`config.mk`:
```
export PLATFORM = sky130hd
export DESIGN_NAME = vga_pixel_arbiter
export DESIGN_NICKNAME = d
export VERILOG_FILES = /design/src/rtl/vga_pkg.sv /design/src/rtl/rr_pick.sv /design/src/rtl/vga_pixel_arbiter.sv
export SDC_FILE = /design/constraint.sdc
export NUM_CORES = 1
export LEC_CHECK = 0
export ABC_AREA = 1
export BUFFER_PORTS_ARGS = -buffer_cell sky130_fd_sc_hd__buf_4
export CAP_MARGIN = 20
export CORE_MARGIN = 10
export CORE_UTILIZATION = 40
export CTS_CLUSTER_SIZE = 24
export DETAILED_ROUTE_END_ITERATION = 16
export HOLD_SLACK_MARGIN = 0.1
export PLACE_DENSITY_LB_ADDON = 0.05
export RECOVER_POWER = 100
export SYNTH_ARGS = -nofsm -noshare
export SYNTH_HDL_FRONTEND = slang
export SYNTH_SLANG_ARGS = --single-unit
```
`constraint.sdc`:
```
create_clock -name clk -period 6 [get_ports clk]
set_clock_uncertainty 0.05 [all_clocks]
set_input_delay 0 -clock clk [delete_from_list [all_inputs] [get_ports clk]]
set_output_delay 0 -clock clk [all_outputs]
set_load 0.1 [all_outputs]
```
`src/rtl/vga_pkg.sv`:
```
// rtl/vga_pkg.sv - shared VGA widths, arbiter state encoding and colour constants
package vga_pkg;

  localparam int X_W   = 8;
  localparam int Y_W   = 7;
  localparam int COL_W = 3;
  localparam int ID_W  = 3;

  typedef enum logic {
    IDLE  = 1'b0,
    OWNED = 1'b1
  } arb_state_e;

  localparam logic [COL_W-1:0] BLACK = 3'b000;
  localparam logic [COL_W-1:0] WHITE = 3'b111;
  localparam logic [COL_W-1:0] RED   = 3'b100;

endpackage

```
`src/rtl/rr_pick.sv`:
```
// rtl/rr_pick.sv - combinational round-robin picker, search starts at ptr+1 and wraps
module rr_pick
  import vga_pkg::*;
#(
  parameter int N = 4
) (
  input  logic [N-1:0]    req_i,
  input  logic [ID_W-1:0] ptr_i,
  output logic [N-1:0]    gnt_o,
  output logic [ID_W-1:0] idx_o,
  output logic            any_o
);

  // Offset k is the distance from the pointer; the first hit in distance order wins.
  always_comb begin
    gnt_o = '0;
    idx_o = '0;
    any_o = 1'b0;
    for (int k = 1; k <= N; k++) begin
      for (int i = 0; i < N; i++) begin
        if (!any_o && req_i[i] && (i == (int'(ptr_i) + k) % N)) begin
          any_o    = 1'b1;
          gnt_o[i] = 1'b1;
          idx_o    = ID_W'(i);
        end
      end
    end
  end

endmodule

```
`src/rtl/vga_pixel_arbiter.sv`:
```
// rtl/vga_pixel_arbiter.sv - round-robin arbiter sharing the VGA pixel-write port
module vga_pixel_arbiter
  import vga_pkg::*;
#(
  parameter int N        = 4,
  parameter int MAX_HOLD = 64,
  parameter int HOLD_W   = 7
) (
  input  logic               clk,
  input  logic               reset,
  input  logic [N-1:0]       req,
  input  logic [N-1:0]       lock,
  input  logic [X_W*N-1:0]   x_in,
  input  logic [Y_W*N-1:0]   y_in,
  input  logic [COL_W*N-1:0] colour_in,
  output logic [N-1:0]       ack,
  output logic [ID_W-1:0]    gnt_id,
  output logic [X_W-1:0]     x,
  output logic [Y_W-1:0]     y,
  output logic [COL_W-1:0]   colour,
  output logic               writeEn,
  output logic               busy
);

  arb_state_e        state_q, state_d;
  logic [ID_W-1:0]   rr_ptr_q, rr_ptr_d;
  logic [ID_W-1:0]   owner_q, owner_d;
  logic [HOLD_W-1:0] hold_cnt_q, hold_cnt_d;
  logic [X_W-1:0]    x_q;
  logic [Y_W-1:0]    y_q;
  logic [COL_W-1:0]  colour_q;
  logic              we_q;

  logic [N-1:0]      pick_gnt;
  logic [ID_W-1:0]   pick_idx;
  logic              pick_any;
  logic [N-1:0]      owner_mask;
  logic              others_req;
  logic              at_max;
  logic              preempt;
  logic              xfer;
  logic [X_W-1:0]    x_sel;
  logic [Y_W-1:0]    y_sel;
  logic [COL_W-1:0]  colour_sel;

  rr_pick #(.N(N)) u_pick (
    .req_i (req),
    .ptr_i (rr_ptr_q),
    .gnt_o (pick_gnt),
    .idx_o (pick_idx),
    .any_o (pick_any)
  );

  assign owner_mask = N'(1) << owner_q;
  assign others_req = |(req & ~owner_mask);
  assign at_max     = (hold_cnt_q == HOLD_W'(MAX_HOLD));
  assign preempt    = (state_q == OWNED) && at_max && others_req;

  always_ff @(posedge clk or posedge reset) begin
    if (reset) begin
      state_q    <= IDLE;
      rr_ptr_q   <= '0;
      owner_q    <= '0;
      hold_cnt_q <= '0;
      x_q        <= '0;
      y_q        <= '0;
      colour_q   <= '0;
      we_q       <= 1'b0;
    end else begin
      state_q    <= state_d;
      rr_ptr_q   <= rr_ptr_d;
      owner_q    <= owner_d;
      hold_cnt_q <= hold_cnt_d;
      we_q       <= xfer;
      if (xfer) begin
        x_q      <= x_sel;
        y_q      <= y_sel;
        colour_q <= colour_sel;
      end
    end
  end

  always_comb begin
    state_d    = state_q;
    rr_ptr_d   = rr_ptr_q;
    owner_d    = owner_q;
    hold_cnt_d = hold_cnt_q;
    if (xfer) rr_ptr_d = gnt_id;
    case (state_q)
      IDLE: begin
        if (pick_any && |(lock & pick_gnt)) begin
          state_d    = OWNED;
          owner_d    = pick_idx;
          hold_cnt_d = HOLD_W'(1);
        end
      end
      OWNED: begin
        // Pointer parked on the owner so the next IDLE search skips it.
        if (preempt) begin
          state_d    = IDLE;
          rr_ptr_d   = owner_q;
          hold_cnt_d = '0;
        end else if (!(|(lock & owner_mask))) begin
          state_d    = IDLE;
          hold_cnt_d = '0;
        end else if (xfer && !at_max) begin
          hold_cnt_d = hold_cnt_q + HOLD_W'(1);
        end
      end
      default: state_d = IDLE;
    endcase
  end

  always_comb begin
    ack    = '0;
    gnt_id = '0;
    case (state_q)
      IDLE: begin
        ack    = pick_gnt;
        gnt_id = pick_idx;
      end
      OWNED: begin
        if (!preempt && |(req & owner_mask)) begin
          ack    = owner_mask;
          gnt_id = owner_q;
        end
      end
      default: ack = '0;
    endcase
  end

  assign xfer = |ack;

  always_comb begin
    x_sel      = '0;
    y_sel      = '0;
    colour_sel = '0;
    for (int i = 0; i < N; i++) begin
      if (ack[i]) begin
        x_sel      = x_in[i*X_W +: X_W];
        y_sel      = y_in[i*Y_W +: Y_W];
        colour_sel = colour_in[i*COL_W +: COL_W];
      end
    end
  end

  assign x       = x_q;
  assign y       = y_q;
  assign colour  = colour_q;
  assign writeEn = we_q;
  assign busy    = (state_q == OWNED);

endmodule
```
==> results.md, run 1 <==
- CP Class: reg -> reg
- CTS tree: yes
- Fin crit period: 4220 ps
- Start point of the critical path: rr_ptr_q[0]$_DFF_PP0_
- CTS Sinks: 31
- Mux cell area share after synthesis: 0%
- Die Y: roughly 100 um
- H-tree Lvls: 2
- MaxCap Viol Count: 1
- Vias: 2950
- Main combinational cell family by area after synthesis: simple AND/OR/NAND/NOR gates
- Clock tree buffer depth: 2
- DR vias/cell: 5.06
- Hold Crit Depth: 5
- Total Wirelength: 8680 um
- Global-route usage over all layers: 16.9%
- Reg2Reg Launch Point: rr_ptr_q[0]$_DFF_PP0_
- I/O Buffers: around 110
- Post-Syn Instances: approximately 370
- Post-detail-place hpwl: about 6500 um
- CTS Buf Count: 5
- Sequential share of the synthesized area: between 30% and 40%
- Syn Area/Cell: approximately 7 um^2
- RSZ-0062 raised after global routing: no
- # fillers: 643
- #FFs+latches synth: 31
- Post-synthesis cell area: 2560 um^2
- Share of the clock period used by the worst path: 70.3%
- CP required: 6120 ps
- Outcome: finished, violations left
- IO Count: roughly 110
- Worst-skew pair later-pin latency: 290 ps
- Setup WS post-layout: ~1800 ps
- DIE AREA: 10000 um^2
- Commonest cells after routing, fill and taps aside: nand2_1, buf_4, nand3_1
- Gpl congestion: ~0.87
- Worst-margin pin slew: between 1500 and 2000 ps
- First-pass GRT wire length: 14200 um
- Share of cells above drive strength 1: 24.9%
- HP Start: req[3]
- CTS clk-pin slew, worst paths: 70 ps
- Post-CTS sizing: 0
- Post-Synth Adder-Cell Area: 0.976%
- Antenna fix cells: 0
- Setup slack, reg-to-reg: ~1800 ps
- DRT Pass-1 Iters: 4
- XOR/XNOR Fraction of Synth Area: 1.71%
- Drc violations: 0
- Hold Path End: owner_q[1]$_DFFE_PP0P_
- Most common cell after layout, fill and taps aside: nand2_1
- R2r worst-path depth: 17
- Area grow syn2layout: 42.4%
- Area of the multi-input gates: 1450 um^2
- Core Area: 6280 um^2
- WP data arrival: 4330 ps
- Failing checks: capacitance limit, slew limit
- Die X: 100 um
- Crit Path Max Fanout: 20
- FP Rows: 29
- Drt first-iter violations: 190
- Root buffer cell: clkbuf_8
- Vias in the first global route: between 2k and 3k
- Hold WC Path Type: in -> reg
- Initial antenna violation count: 0
- DP Worst Slack: 3020 ps
- Average wire per standard cell: 14.9 um
- Final hold vios: 0
- Initial core utilization: between 40% and 50%
- Slew margin rel.: -18.8%
- Worst setup SP type: flop
- Pin count of the biggest net entering global routing: 32
- FF/Latch Area: 776 um^2
- Final TNS setup: 0 ps
- FF-to-FF End: y[6]$_DFFE_PP0N_
- Antenna-violating nets left: 0
- Synth warnings: 0
- Global route total overflow: 0
- Synth Area in Compound Gates: a little over 4%
- Net Count, Synth: 451
- Final Slew Violations: 32
- Nets: 590
- Netlist cell types: 36
- Crit end category: flop
- Final setup viols: 0
- Simple-Gate Fraction of Synth Area: 52.6%
- Fmax: 237 MHz
[critical path, stage by stage (launching register included)]
cell	delay [ps]
dfrtp_1	430
nor2_1	100
nand2_1	110
nand3_1	100
nor2_1	150
nand4_1	180
nor2_1	180
nand4_1	150
nor2_1	220
nand3_1	130
nand2_1	100
nand2_1	60
nand2_1	660
nor2_1	120
clkbuf_1	450
nand3_1	250
nand3_2	70
dlygate4sd3_1	550
[what timing repair did]
action / 4_1_cts / 5_1_grt
hold buffers: 37 / 0
buffers inserted: 0 / 0
hold endpoints to repair: 49 / 0
[sequential cells by signal, indices dropped and copies added, names as in the netlist]
register / flops
busy: 1
colour: 3
hold_cnt_q: 7
owner_q: 2
rr_ptr_q: 2
writeEn: 1
x: 8
y: 7
[cell usage after synthesis]
library cell	count	share of area [%]
nand2_2	11	2.7
o21ai_2	2	0.68
nand4_1	9	2.2
nand3_1	53	10
and3_4	9	4.0
dfrtp_1	31	30
inv_2	1	0.15
nor3b_1	1	0.29
or2_2	1	0.24
inv_1	35	5.1
o22ai_1	2	0.49
xor2_1	4	1.4
xnor2_1	1	0.34
buf_4	6	1.8
nand3_2	13	5.1
o2111ai_1	1	0.34
nor2_2	1	0.24
conb_1	1	0.15
nor3_1	5	0.98
o21ai_0	4	0.78
buf_2	3	0.59
and3_1	9	2.2
a221oi_1	2	0.68
o21ai_1	1	0.20
a22oi_1	1	0.29
nor2_1	27	4.0
buf_6	4	1.8
nand4_4	2	1.7
nand2_1	114	17
buf_12	1	0.78
clkbuf_1	1	0.15
a21oi_1	3	0.59
nor2_4	3	1.3
ha_1	2	0.98
or3_1	1	0.24
nor4_1	2	0.49
[how the worst max path moves through the flow]
stage	to	slack, ps	cells after the start
after detailed placement	gnt_id[1]	3020	13
after global routing	x[5]$_DFFE_PP0N_	1290	17
after global placement	gnt_id[1]	3000	10
after CTS	colour[2]$_DFFE_PP0N_	2530	14
final	y[6]$_DFFE_PP0N_	1780	17
after floorplan	rr_ptr_q[0]$_DFF_PP0_	3080	9
[cell families (layout without fill, tap and decap cells)]
kind of cell               Yosys count  after routing
DFF                                 31             31
AOI/OAI and AO/OA                   16             16
other                                1              1
buffers and inverters               51            190
xor gates and xnor gates             5              5
adders and majority gates            2              2
and+or+nand+nor                    261            261
[layer usage]
metal | GRT usage [%] | share of wire, % | vias to the layer above
met5 | 0 | 0 | -
met4 | 4.02 | 1.0 | 0
met3 | 5.15 | 6.9 | 10
met2 | 28.5 | 49 | 91
met1 | 20.4 | 43 | 1371
li1 | - | - | 1478
[layout make-up]
type                    instances  share of cell area [%]
repair buffers                147                    30.2
flip-flops and latches         31                    21.2
multi-input cells             285                    39.8
clock inverters                 1                   0.137
inverters                      36                    3.70
clock buffers                   6                    2.26
well taps                      77                    2.64
[stage by stage]
| step | util (%) | area (um^2) | instances | hold WS, ps |
|---|---|---|---|---|
| after floorplan | - | 2560 | 367 | 53.5 |
| after global placement | 53.5 | 3360 | 539 | 69.7 |
| after detailed placement | 53.5 | 3360 | 539 | 78.1 |
| after CTS | 60.8 | 3810 | 583 | 152 |
| after global routing | 58.2 | 3650 | 583 | 207 |
| final | 58.2 | 3650 | 583 | 151 |
Power of run 1 is not shown: default switching activity piles up to over one toggle a cycle in this logic, so the estimate is an artifact.
==> inputs of run 2 (changes only) <==
Clock period 6 ns to 4.1 ns, I/O delays scaled along.
==> run 2 against run 1 <==
Effect of this change: the run still ends with capacitance limit, slew limit left; register-to-register slack worse by 1200 ps; wire length shrank 1.8%; via count unchanged; non-clock buffer count is 1 higher; first-iteration DRC count decreased by 7.4%; sequential share of layout area down 0.41 points; global-route usage is 0.36 points lower; critical path depth did not move; fmax up 20%.
==> results.md, run 2 (synthesis results as in run 1) <==
- Met1 usage: 20.3% (was 20.4%)
- DR vias/cell: 5.04 (was 5.06)
- I/O Buffers: 107 (unchanged)
- Total Wirelength: 8520 um (was 8680 um)
- Worst setup SP type: flop (unchanged)
- Hold Crit Depth: 5 (unchanged)
- Setup repair bufs after CTS: 0 (unchanged)
- Core Area: 6280 um^2 (unchanged)
- Hold_ws: 167 ps (was 151 ps)
- Initial core utilization: 40.8% (unchanged)
- Share of the clock period used by the worst path: 86.0% (was 70.3%)
- Commonest cells after routing, fill and taps aside: nand2_1, buf_4, nand3_1 (unchanged)
- H-tree Lvls: 2 (unchanged)
- Delay-heaviest family, CP: simple AND/OR/NAND/NOR gates (unchanged)
- CP required: 4210 ps (was 6120 ps)
- Initial antenna violation count: 0 (unchanged)
- DRT Pass-1 Iters: 4 (unchanged)
- Root buffer cell: clkbuf_8 (unchanged)
- MaxCap Viol Count: 1 (unchanged)
- CTS tree: yes (unchanged)
- Slew margin rel.: -16.5% (was -18.8%)
- HP Start: req[3] (unchanged)
- Number of flip-flops in the largest register: 8 (unchanged)
- Die Y: 100 um (unchanged)
- Clock tree buffer depth: 2 (unchanged)
- Hold WC Path Type: in -> reg (unchanged)
- Average wire per standard cell: 14.6 um (was 14.9 um)
- Most common cell after layout, fill and taps aside: nand2_1 (unchanged)
- Antenna-violating nets left: 0 (unchanged)
- Final setup viols: 0 (unchanged)
- Crit Path Max Fanout: 20 (unchanged)
- CTS Buf Count: 5 (unchanged)
- Reg2Reg Launch Point: rr_ptr_q[0]$_DFF_PP0_ (unchanged)
- DIE AREA: 10000 um^2 (unchanged)
- Slowest cell on crit path: dlygate4sd3_1 (was nand2_1)
- Final TNS setup: 0 ps (unchanged)
- Met3 Use GR: 4.74% (was 5.15%)
- First-pass GRT wire length: 14000 um (was 14200 um)
- Setup slack, reg-to-reg: 580 ps (was 1780 ps)
- Fin crit period: 3520 ps (was 4220 ps)
- Pin count of the biggest net entering global routing: 32 (unchanged)
- Share of cells above drive strength 1: 26.0% (was 24.9%)
- Post-detail-place hpwl: 6510 um (was 6470 um)
- Met2 usage: 28.1% (was 28.5%)
- FP Rows: 29 (unchanged)
- IO Count: 109 (unchanged)
- Vias in the first global route: 3024 (was 2973)
- Hold Path End: owner_q[1]$_DFFE_PP0P_ (unchanged)
- Worst-margin pin slew: 1750 ps (was 1780 ps)
- Global route total overflow: 0 (unchanged)
- Busiest grt layer: met2 (unchanged)
- R2r worst-path depth: 17 (unchanged)
- Area grow syn2layout: 45.2% (was 42.4%)
- Crit-path max cell delay: 570 ps (was 660 ps)
- CTS Sinks: 31 (unchanged)
- Failing checks: capacitance limit, slew limit (unchanged)
- FF-to-FF End: y[4]$_DFFE_PP0N_ (was y[6]$_DFFE_PP0N_)
- Nets: 591 (was 590)
- CP bufs+invs: 2 (unchanged)
- Die X: 100 um (unchanged)
- WP data arrival: 3640 ps (was 4330 ps)
- Global-route usage over all layers: 16.5% (was 16.9%)
- Final Slew Violations: 32 (unchanged)
- RSZ-0062 raised after global routing: no (unchanged)
- Crit end category: flop (unchanged)
- Worst-path cell chain: nor2_1 -> nand2_1 -> nand3_1 -> nor2_1 -> nand4_4 -> nor2_4 -> nand4_4 -> nor3_1 -> nand4_1 -> nand2_1 -> nand2_1 -> o21ai_2 -> nor2_1 -> buf_4 -> nand3_1 -> nand3_1 -> dlygate4sd3_1 (was nor2_1 -> nand2_1 -> nand3_1 -> nor2_1 -> nand4_1 -> nor2_1 -> nand4_1 -> nor2_1 -> nand3_1 -> nand2_1 -> nand2_1 -> nand2_1 -> nor2_1 -> clkbuf_1 -> nand3_1 -> nand3_2 -> dlygate4sd3_1)
- Drt first-iter violations: 176 (was 190)
- Fmax: 284 MHz (was 237 MHz)
- Outcome: finished, violations left (unchanged)
- Final hold vios: 0 (unchanged)
- Worst-skew pair later-pin latency: 270 ps (was 290 ps)
- CP Class: reg -> reg (unchanged)
- Gpl congestion: 0.858 (was 0.873)
- Vias: 2950 (unchanged)
- Drc violations: 0 (unchanged)
- Antenna fix cells: 0 (unchanged)
- CTS clk-pin slew, worst paths: 70 ps (about the same)
==> run 2: cell types whose count changed in the layout (fill, tap and decap cells not counted), sizes merged <==
| cell | before | now |
|---|---|---|
| bufinv | 0 | 1 |
| clkinv | 1 | 2 |
==> run 2: area by class of cell <==
cell class,count,area [um^2]
fill,630,2550
sequential,31,776
inverter,36,135
clock buffer,5,68.8
tap,77,96.3
multi-input combinational,285,1500
clock inverter,3,43.8
timing repair buffer,148,1110
==> run 2: worst max path at each step <==
stage | startpoint | endpoint | slack (ps) | depth (start not counted)
after global routing | rr_ptr_q[1]$_DFF_PP0_ | x[0]$_DFFE_PP0N_ | 200 | 17
final | rr_ptr_q[0]$_DFF_PP0_ | y[4]$_DFFE_PP0N_ | 580 | 17
after detailed placement | hold_cnt_q[0]$_DFFE_PP0P_ | hold_cnt_q[1]$_DFFE_PP0P_ | 1050 | 15
after global placement | hold_cnt_q[0]$_DFFE_PP0P_ | hold_cnt_q[6]$_DFFE_PP0P_ | 1090 | 15
after floorplan | busy$_DFF_PP0_ | rr_ptr_q[0]$_DFF_PP0_ | 1180 | 9
after CTS | owner_q[1]$_DFFE_PP0P_ | y[4]$_DFFE_PP0N_ | 610 | 13
==> run 2: worst reg2reg max path: stages (launching register included) <==
cell and delay, ps:
dfrtp_1 440, nor2_1 100, nand2_1 120, nand3_1 120, nor2_1 220, nand4_4 140, nor2_4 130, nand4_4 110
nor3_1 160, nand4_1 120, nand2_1 120, nand2_1 80, o21ai_2 370, nor2_1 130, buf_4 250, nand3_1 100
nand3_1 80, dlygate4sd3_1 570
==> run 2: stage by stage <==
step | util [%] | worst slack, ps | std cells | area [um^2]
after floorplan | - | 1180 | 367 | 2560
after global placement | 53.6 | 1090 | 540 | 3360
after detailed placement | 53.6 | 1050 | 540 | 3360
after CTS | 61.3 | 613 | 585 | 3850
after global routing | 59.3 | 199 | 585 | 3720
final | 59.3 | 575 | 585 | 3720
==> run 2: repair_timing <==
item / in CTS / in global routing
resized for setup: 0 / 0
endpoints found under the hold margin: 49 / 0
hold buffers: 37 / 0
endpoints found under the setup margin: 0 / 0
==> run 2: per-layer routing <==
layer  share of wire (%)  up-vias
li1                    -     1483
met1                  42     1361
met2                  49      100
met3                 7.9        6
met4                0.82        0
met5                   0        -
Power of run 2 is left out for the same reason.
==> inputs of run 3 (changes only) <==
Settings changed: ABC_AREA 1 to not set, CAP_MARGIN 20 to not set.
==> run 3 against run 2 <==
Effect of this change: the run still ends with capacitance limit, slew limit left; cell count down 24%; fmax up 0.18%; non-clock buffer count is 1 lower; synthesized cell count shrank 34%; first-iteration DRC count rose by 8.5%; count of clock-buffer cells in the layout up 3; highest routed layer unchanged; area after synthesis is 15% lower; via count fell by 12%; critical path depth down 10; register-to-register slack hardly changed; die area shrank 12%.
==> results.md, run 3 <==
- Root buffer cell: clkbuf_8 (unchanged)
- First-pass GRT wire length: 13800 um (was 14000 um)
- CP required: 4220 ps (was 4210 ps)
- Pin count of the biggest net entering global routing: 32 (unchanged)
- Global route total overflow: 0 (unchanged)
- Share of the clock period used by the worst path: 85.8% (was 86.0%)
- Drt first-iter violations: 191 (was 176)
- Sequential share of the synthesized area: 35.7% (was 30.3%)
- Post-synthesis cell area: 2180 um^2 (was 2560 um^2)
- Crit end category: flop (unchanged)
- CP Class: reg -> reg (unchanged)
- DIE AREA: 8790 um^2 (was 10000 um^2)
- Global-route usage over all layers: 19.5% (was 16.5%)
- Worst-skew pair later-pin latency: 280 ps (was 270 ps)
- Post-CTS sizing: 0 (unchanged)
- Initial antenna violation count: 0 (unchanged)
- Setup slack, reg-to-reg: 580 ps (about the same)
- I/O Buffers: 107 (unchanged)
- RSZ-0062 raised after global routing: no (unchanged)
- Top cells by area, synth: dfrtp_1, a222oi_1, o22ai_1, a21oi_1, buf_2 (was dfrtp_1, nand2_1, nand3_1, inv_1, nand3_2)
- DR vias/cell: 5.84 (was 5.04)
- # fillers: 479 (was 630)
- Net Count, Synth: 325 (was 451)
- IO Count: 109 (unchanged)
- Fraction of registers with async set/reset: 100% (unchanged)
- Hold WC Path Type: in -> reg (unchanged)
- Die X: 93.8 um (was 100 um)
- Netlist cell types: 54 (was 36)
- Number of flip-flops in the largest register: 8 (unchanged)
- Gpl congestion: 0.897 (was 0.858)
- Start point of the critical path: owner_q[1]$_DFFE_PP0P_ (was rr_ptr_q[0]$_DFF_PP0_)
- Post-synth EDFFs: 0 (unchanged)
- Reg2Reg Launch Point: owner_q[1]$_DFFE_PP0P_ (was rr_ptr_q[0]$_DFF_PP0_)
- Slew margin rel.: -11.3% (was -16.5%)
- CP endpoint: x[4]$_DFFE_PP0N_ (was y[4]$_DFFE_PP0N_)
- CTS tree: yes (unchanged)
- Failing checks: capacitance limit, slew limit (unchanged)
- R2r worst-path depth: 7 (was 17)
- CTS clk-pin slew, worst paths: 60 ps (was 70 ps)
- Yosys top cell by area: dfrtp_1 (unchanged)
- Fmax: 284 MHz (about the same)
- Post-Syn Instances: 241 (was 367)
- Fin crit period: 3520 ps (about the same)
- MaxCap Viol Count: 1 (unchanged)
- Average wire per standard cell: 19.0 um (was 14.6 um)
- LEAKAGE: 1.47 nW
- H-tree Lvls: 2 (unchanged)
- FP Rows: 26 (was 29)
- Commonest cells after routing, fill and taps aside: buf_4, dlygate4sd3_1, dfrtp_1 (was nand2_1, buf_4, nand3_1)
- Final Slew Violations: 32 (unchanged)
- Vias: 2592 (was 2950)
- Total Wirelength: 8450 um (was 8520 um)
- Drc violations: 0 (unchanged)
- Synth warnings: 0 (unchanged)
- Die Y: 93.8 um (was 100 um)
- Synth top area share: 35.7% (was 30.3%)
- Worst-margin pin slew: 1670 ps (was 1750 ps)
- #FFs+latches synth: 31 (unchanged)
- PwrDens: 984 nW/um^2
- Antenna-violating nets left: 0 (unchanged)
- Setup repair bufs after CTS: 0 (unchanged)
- Final hold vios: 0 (unchanged)
- Post-cts hold buffer count: 38 (was 37)
- CTS Sinks: 31 (unchanged)
- Clock tree buffer depth: 2 (unchanged)
- Antenna fix cells: 0 (unchanged)
- Hold_ws: 202 ps (was 167 ps)
- Initial core utilization: 41.8% (was 40.8%)
- Area of the multi-input gates: 1220 um^2 (was 1500 um^2)
- Share of cells above drive strength 1: 28.3% (was 26.0%)
- Worst VDD drop: 0.722 mV
- Post-detail-place hpwl: 6050 um (was 6510 um)
- Worst setup SP type: flop (unchanged)
- Main synth FF type: dfrtp_1 (unchanged)
- Syn Area/Cell: 9.03 um^2 (was 6.99 um^2)
- Most frequent cell after synthesis: dfrtp_1 (was nand2_1)
- Vias in the first global route: 2735 (was 3024)
- Crit Path Max Fanout: 18 (was 20)
- Most common cell after layout, fill and taps aside: buf_4 (was nand2_1)
- Nets: 457 (was 591)
- DRT Pass-1 Iters: 8 (was 4)
- FF-to-FF End: x[4]$_DFFE_PP0N_ (was y[4]$_DFFE_PP0N_)
- WP data arrival: 3640 ps (about the same)
- FF/Latch Area: 776 um^2 (unchanged)
- Core Area: 5200 um^2 (was 6280 um^2)
- CTS Buf Count: 5 (unchanged)
- Outcome: finished, violations left (unchanged)
- Final setup viols: 0 (unchanged)
- Area grow syn2layout: 53.5% (was 45.2%)
- Final TNS setup: 0 ps (unchanged)
- Top post-synthesis cells by count: dfrtp_1, a21oi_1, o22ai_1, a222oi_1 (was nand2_1, nand3_1, inv_1, dfrtp_1, nor2_1)
==> run 3: cell types whose count changed after synthesis, sizes merged, moves of 18 or more <==
| cell | before | now |
|---|---|---|
| a21oi | 3 | 24 |
| inv | 36 | 14 |
| a222oi | 0 | 18 |
| o22ai | 2 | 20 |
| nand2 | 125 | 12 |
| nand3 | 66 | 6 |
==> run 3: power breakdown <==
part	internal [mW]	switching, mW	total [mW]
Combinational	0.735	1.69	2.42
Clock	0.153	0.114	0.267
Sequential	0.450	0.147	0.597
Total	1.34	1.95	3.29
==> run 3: worst min-delay path by stage <==
stage	start	endpoint	slack, ps	cells after the start
after floorplan	reset	busy$_DFF_PP0_	50	1
after global placement	reset	writeEn$_DFF_PP0_	60	3
after detailed placement	reset	hold_cnt_q[3]$_DFFE_PP0P_	70	3
after CTS	req[3]	owner_q[1]$_DFFE_PP0P_	190	4
after global routing	req[3]	owner_q[1]$_DFFE_PP0P_	220	4
final	req[3]	owner_q[1]$_DFFE_PP0P_	200	4
==> run 3: cell type report <==
cell class | count | area share (%)
clock buffers | 8 | 3.00
multi-input cells | 174 | 36.6
well taps | 70 | 2.62
repair buffers | 147 | 33.0
inverters | 14 | 1.57
flip-flops and latches | 31 | 23.2
==> run 3: per-stage QoR <==
stage,worst slack [ps],power (mW),instances,utilization [%],instance area (um^2)
after floorplan,687,2.35,241,-,2180
after CTS,821,3.39,444,66.2,3440
after global routing,370,3.49,444,64.2,3340
after detailed placement,1350,2.82,398,56.9,2960
after global placement,1420,2.81,398,56.9,2960
final,582,3.29,444,64.2,3340
==> run 3: layer usage <==
layer / vias up / part of all wire [%] / GRT usage (%)
met1: 1241 / 39 / 21.6
met5: - / 0 / 0
met2: 131 / 49 / 31.6
li1: 1207 / - / -
met4: 0 / 1.3 / 6.71
met3: 13 / 11 / 9.75
==> run 3: worst max-delay path, cell delays in order, from the launching register on <==
cell and delay, ps:
dfrtp_1 540, nor3b_1 280, a32oi_2 130, a311oi_1 730, nor3_4 170, nor2_2 720, a21oi_1 160, dlygate4sd3_1 610
==> run 3: cells by family (layout without fill, tap and decap cells) <==
kind of cell | count (synthesis) | in the layout | synth area share (%)
flip-flops | 31 | 31 | 35.7
AND/OR/NAND/NOR | 63 | 63 | 15.8
buffers and inverters | 36 | 169 | 7.82
multiplexers | 6 | 6 | 3.51
other | 1 | 1 | 0.172
adder cells (fa/ha/maj) | 2 | 2 | 1.15
AO/OA/AOI/OAI | 102 | 102 | 35.9
Power figures use the tool's default switching activity.
